`src/rtl/ahb_lite_dma_master.sv`:
```
// rtl/ahb_lite_dma_master.sv - AHB-Lite single-transfer word copy engine
// Optional fill mode (repeat one pattern word, no reads) is built when AHB_DMA_FILL_EN is defined.
module ahb_lite_dma_master #(
  parameter int LEN_WIDTH = 16,
  parameter int ADDR_INC  = 4
) (
  input  logic                 clock,
  input  logic                 reset,
  input  logic                 cfg_start,
  input  logic [31:0]          cfg_src,
  input  logic [31:0]          cfg_dst,
  input  logic [LEN_WIDTH-1:0] cfg_len,
  input  logic                 cfg_abort,
  input  logic                 cfg_fill,
  input  logic [31:0]          cfg_pattern,
  output logic                 busy,
  output logic                 done,
  output logic                 err,
  output logic                 irq,
  output logic [LEN_WIDTH-1:0] remaining,
  output logic [31:0]          HADDR,
  output logic [1:0]           HTRANS,
  output logic                 HWRITE,
  output logic [2:0]           HSIZE,
  output logic [2:0]           HBURST,
  output logic [3:0]           HPROT,
  output logic                 HMASTLOCK,
  output logic [31:0]          HWDATA,
  input  logic [31:0]          HRDATA,
  input  logic                 HREADY,
  input  logic                 HRESP
);

  typedef enum logic [2:0] {S_IDLE, S_RD_A, S_RD_D, S_WR_A, S_WR_D, S_FIN} state_t;

  state_t      state, state_nx;
  logic [31:0] src, dst, data_buf;
  logic        start_fill, skip_read;
  logic        accept;

  assign accept = (state == S_IDLE) && cfg_start;

`ifdef AHB_DMA_FILL_EN
  logic fill_mode;
  always_ff @(posedge clock) begin
    if (reset) fill_mode <= 1'b0;
    else if (accept) fill_mode <= cfg_fill;
  end
  assign start_fill = cfg_fill;
  assign skip_read  = fill_mode;
`else
  logic unused_fill;
  assign unused_fill = cfg_fill;
  assign start_fill  = 1'b0;
  assign skip_read   = 1'b0;
`endif

  assign HSIZE     = 3'b010;
  assign HBURST    = 3'b000;
  assign HPROT     = 4'b0011;
  assign HMASTLOCK = 1'b0;
  assign busy      = (state != S_IDLE);

  // Data phases always present HTRANS=IDLE, so the two-cycle error response never overlaps a new address.
  always_comb begin
    state_nx = state;
    HADDR    = 32'h0;
    HTRANS   = 2'b00;
    HWRITE   = 1'b0;
    HWDATA   = 32'h0;
    case (state)
      S_IDLE: begin
        if (cfg_start) begin
          if (cfg_len == '0) state_nx = S_FIN;
          else if (start_fill) state_nx = S_WR_A;
          else state_nx = S_RD_A;
        end
      end
      S_RD_A: begin
        HADDR  = src;
        HTRANS = 2'b10;
        if (HREADY) state_nx = S_RD_D;
      end
      S_RD_D: begin
        if (HREADY) state_nx = HRESP ? S_FIN : S_WR_A;
      end
      S_WR_A: begin
        HADDR  = dst;
        HTRANS = 2'b10;
        HWRITE = 1'b1;
        if (HREADY) state_nx = S_WR_D;
      end
      S_WR_D: begin
        HWDATA = data_buf;
        if (HREADY) begin
          if (HRESP || remaining == LEN_WIDTH'(1) || cfg_abort) state_nx = S_FIN;
          else if (skip_read) state_nx = S_WR_A;
          else state_nx = S_RD_A;
        end
      end
      S_FIN:   state_nx = S_IDLE;
      default: state_nx = S_IDLE;
    endcase
  end

  always_ff @(posedge clock) begin
    if (reset) begin
      state     <= S_IDLE;
      src       <= 32'h0;
      dst       <= 32'h0;
      data_buf  <= 32'h0;
      remaining <= '0;
      done      <= 1'b0;
      err       <= 1'b0;
      irq       <= 1'b0;
    end else begin
      state <= state_nx;
      done  <= (state == S_FIN);
      if (accept) begin
        src       <= {cfg_src[31:2], 2'b00};
        dst       <= {cfg_dst[31:2], 2'b00};
        remaining <= cfg_len;
        err       <= 1'b0;
        irq       <= 1'b0;
        if (start_fill) data_buf <= cfg_pattern;
      end
      if (state == S_RD_D && HREADY && !HRESP) data_buf <= HRDATA;
      // err latches in the first HRESP cycle, while HREADY may still be low.
      if ((state == S_RD_D || state == S_WR_D) && HRESP) err <= 1'b1;
      if (state == S_WR_D && HREADY && !HRESP) begin
        src       <= src + 32'(ADDR_INC);
        dst       <= dst + 32'(ADDR_INC);
        remaining <= remaining - LEN_WIDTH'(1);
      end
      if (state == S_FIN) irq <= 1'b1;
    end
  end

endmodule

```
`config.mk`:
```
export PLATFORM = sky130hd
export DESIGN_NAME = ahb_lite_dma_master
export DESIGN_NICKNAME = d
export VERILOG_FILES = /design/src/rtl/ahb_lite_dma_master.sv
export SDC_FILE = /design/constraint.sdc
export NUM_CORES = 1
export LEC_CHECK = 0
export BUFFER_PORTS_ARGS = -buffer_cell sky130_fd_sc_hd__buf_2
export CELL_PAD_IN_SITES_DETAIL_PLACEMENT = 2
export CELL_PAD_IN_SITES_GLOBAL_PLACEMENT = 2
export CORE_ASPECT_RATIO = 1.75
export CORE_MARGIN = 1
export CORE_UTILIZATION = 29
export DETAILED_ROUTE_END_ITERATION = 8
export PLACE_DENSITY = 0.93
export SYNTH_ARGS = -nofsm -noshare
export SYNTH_HDL_FRONTEND = slang
export SYNTH_SLANG_ARGS = --single-unit
```
`constraint.sdc`:
```
create_clock -name clock -period 6 [get_ports clock]
set_clock_uncertainty 0.2 [all_clocks]
set_input_delay 0.6 -clock clock [delete_from_list [all_inputs] [get_ports clock]]
set_output_delay 0.6 -clock clock [all_outputs]
set_load 0.005 [all_outputs]
```
==> out/metrics.csv <==
stage,metric,value,unit
routing,aggregate routed wire length,29.5,mm
sta,period utilisation layout,0.576,
power_and_ir_drop,pwr dens,269,nW/um^2
die,I/O Pins,249,
synthesis,mux share of post-synthesis cell area,0.0686,
grt,"Remaining Overflow, GRT",0,
cells_and_area,Final #Nets,1189,
sta,RSZ-0062 raised after global routing,no,
grt,initial antenna violation count,1,
routing,Vias/cell,5.68,
clocking,Post-CTS Setup Repair Bufs,0,
routing,Initial DRT Pass Iterations,4,
worst_setup_path,Worst setup SP type,register,
synthesis,total number of yosys warnings,0,
sta,f_max,289,MHz
synthesis,share of the synthesized area in the top cell type,0.348,
synthesis,Syn Inst Count,873,
clocking,Post-CTS Hold Fix Bufs,0,
die,core area,22200,sq um
routing,1st-iter DRT viols,281,
placement,DP Wirelength,20.9,mm
run_status,outcome,completed,
sta,Slew Limit Fails,0,
synthesis,largest family of logic cells by synthesized area,simple AND/OR/NAND/NOR gates,
synthesis,sequential share of the synthesized area,0.348,
power_and_ir_drop,Switching Share,0.286,
routing,Final ANT Viol Nets,0,
worst_setup_path,CP required,5.20,ns
power_and_ir_drop,Clk pwr share,0.463,
clocking,Post-CTS Resized,0,
synthesis,xor/xnor cell area share of the yosys netlist,0.00667,
routing,drt drc,0,
synthesis,most common cell in the netlist,nand2_1,
clocking,Clock Path Buffers,2,
clocking,CTS H-tree depth,4,
cells_and_area,synthesis-to-layout area growth,26.5,%
placement,DP Area,7730,sq um
synthesis,"Top FF cell, synth",dfxtp_1,
cells_and_area,fin area,8300,sq um
synthesis,top post-synthesis cells by count,"156 x nand2_1, 114 x dfxtp_1, 78 x nor2_1",
synthesis,top post-synthesis cells by area,"dfxtp_1 35%, nand2_1 8.9%, mux2i_1 5.5%",
min_path,min-delay worst type,in -> reg,
sta,worst slew pin tran,1.17,ns
grt,total track usage,0.258,
placement,IO Port Bufs,197,
worst_setup_path,Worst Path Max Fanout,49,
clocking,CTS tree,yes,
synthesis,#FFs+latches synth,114,
power_and_ir_drop,Combinational Power Share,0.143,
sta,Slew Limit Headroom,0.220,
sta,Final Hold Fails,0,
grt,pin count of the biggest net entering global routing,74,
clocking,"Clk Latency, worst-skew pair",0.43,ns
worst_setup_path,crit path DAT,2.66,ns
die,Die Wd,116,um
placement,routability cong.,0.855,
power_and_ir_drop,Switch Pwr,639,uW
synthesis,Post-synth EDFFs,0,
sta,min Tclk post-route,3.46,ns
synthesis,synth unique cells,68,
cells_and_area,multi-input logic area,3930,sq um
cells_and_area,Seq. cell area,2280,sq um
power_and_ir_drop,maximum vdd drop,0.000165,V
cells_and_area,fill count,2669,
sta,Final setup viols,0,
power_and_ir_drop,Seq pwr share,0.394,
flow_run,Max Cap Viol,0,
grt,vias in the first global route,8324,
die,Initial Util,0.296,
worst_setup_path,Setup CP Type,reg -> out,
routing,drt wl/cell,22.0,um
clocking,Num CTS Buffers,17,
synthesis,Post-Synth Simple-Gate Area,0.314,
synthesis,post-synthesis compound-gate area fraction,0.192,
sta,hold_ws,0.207,ns
cells_and_area,layout cells sized above 1,0.252,
worst_setup_path,flop2flop setup slack,2.76,ns
synthesis,Yosys top cell by area,dfxtp_1,
synthesis,post-synthesis cell area,6560,sq um
routing,detailed-route via count,7620,
synthesis,post-synthesis adder-cell area fraction,0.00762,
synthesis,"FFs w/ async S/R, synth",0,
cells_and_area,utilization after layout,0.375,
power_and_ir_drop,total power draw,2.23,mW
clocking,"CTS clk-pin slew, worst paths",0.05,ns
die,Die ar.,23300,sq um
clocking,TritonCTS Sinks,114,
die,row cnt,72,
power_and_ir_drop,internal power,1.59,mW
synthesis,"Avg Cell Area, Syn",7.52,sq um
grt,first-pass GRT wire length,45.7,mm
sta,Fin Setup TNS,0,ns
power_and_ir_drop,Pleak,3.38,nW
worst_setup_path,Crit. End Element,output pin,
die,die span in y,201,um
clocking,clk root buf,clkbuf_16,
cells_and_area,diodes inserted,0,
## critical path, cell delays in order, from the launching register on
cell and delay (ns):
dfxtp_1 0.32, buf_4 0.40, nand2b_1 0.95, inv_1 0.20, and2_1 0.23, buf_2 0.13
## metrics by stage
| stage | std cells | worst slack (ns) |
|---|---|---|
| after floorplan | 885 | 3.56 |
| final | 1341 | 2.54 |
| after detailed placement | 1311 | 2.65 |
| after CTS | 1341 | 2.52 |
| after global routing | 1341 | 2.34 |
| after global placement | 1311 | 2.82 |
## layer usage
layer | global-route usage | vias up | wire [um] | share of wire
met5 | 0 | - | 10 | 0.00034
li1 | - | 3477 | - | -
met4 | 0.166 | 2 | 1740 | 0.059
met3 | 0.0546 | 98 | 1460 | 0.049
met1 | 0.258 | 3779 | 10600 | 0.36
met2 | 0.470 | 264 | 15600 | 0.53
## flip-flops by register name (all words and copies together), names as in the netlist
name	count
src	30
state	3
done	1
remaining	16
dst	30
irq	1
data_buf	32
err	1
## final cells by class
type                            count  area share
Clock inverter                      6      0.0127
Tap cell                          296      0.0446
Inverter                           16     0.00723
Sequential cell                   114       0.275
Clock buffer                       24      0.0568
Timing Repair Buffer              209       0.130
Multi-Input combinational cell    676       0.474
## cell families after synthesis
logic type | Yosys count
mux | 44
compound gates | 195
fa+ha+maj | 4
flops | 114
xor+xnor | 5
other cells | 2
buf+inv | 95
simple gates | 414
## worst paths after layout
path	from	endpoint	cells after the start
worst max-delay path	state[2]$_SDFFE_PP0P_	HWRITE	5
worst max register to register	state[2]$_SDFFE_PP0P_	dst[29]$_SDFFE_PP0P_	8
worst min register to register	data_buf[27]$_SDFFE_PP0P_	data_buf[27]$_SDFFE_PP0P_	2
worst min-delay path	HRDATA[21]	data_buf[21]$_SDFFE_PP0P_	3
## layout by cell type, fill, tap and decap left out, drive strengths merged, types with 4 or more instances in the layout
cell,n
o21ai,23
a31o,4
o211ai,15
and3,55
a211oi,5
nand3,22
mux2,8
or2,6
a2111oi,5
a221oi,6
a31oi,30
nand4,23
and2,5
a311oi,4
nor2,78
o21a,4
ha,4
nand2,156
a22oi,9
dfxtp,114
or3,10
clkbuf,24
inv,16
or4,12
mux2i,36
o311ai,4
nor3,9
buf,209
a21oi,67
conb,14
nor4,20
## power groups by stage
stage / Clock (mW) / Sequential [mW] / Combinational (mW)
final: 1.03 / 0.879 / 0.320
after global routing: 1.07 / 0.883 / 0.349
after CTS: 1.05 / 0.877 / 0.321
after detailed placement: 0 / 0.892 / 0.315
after global placement: 0 / 0.887 / 0.300
after floorplan: 0 / 0.856 / 0.199
Power figures use the tool's default switching activity.
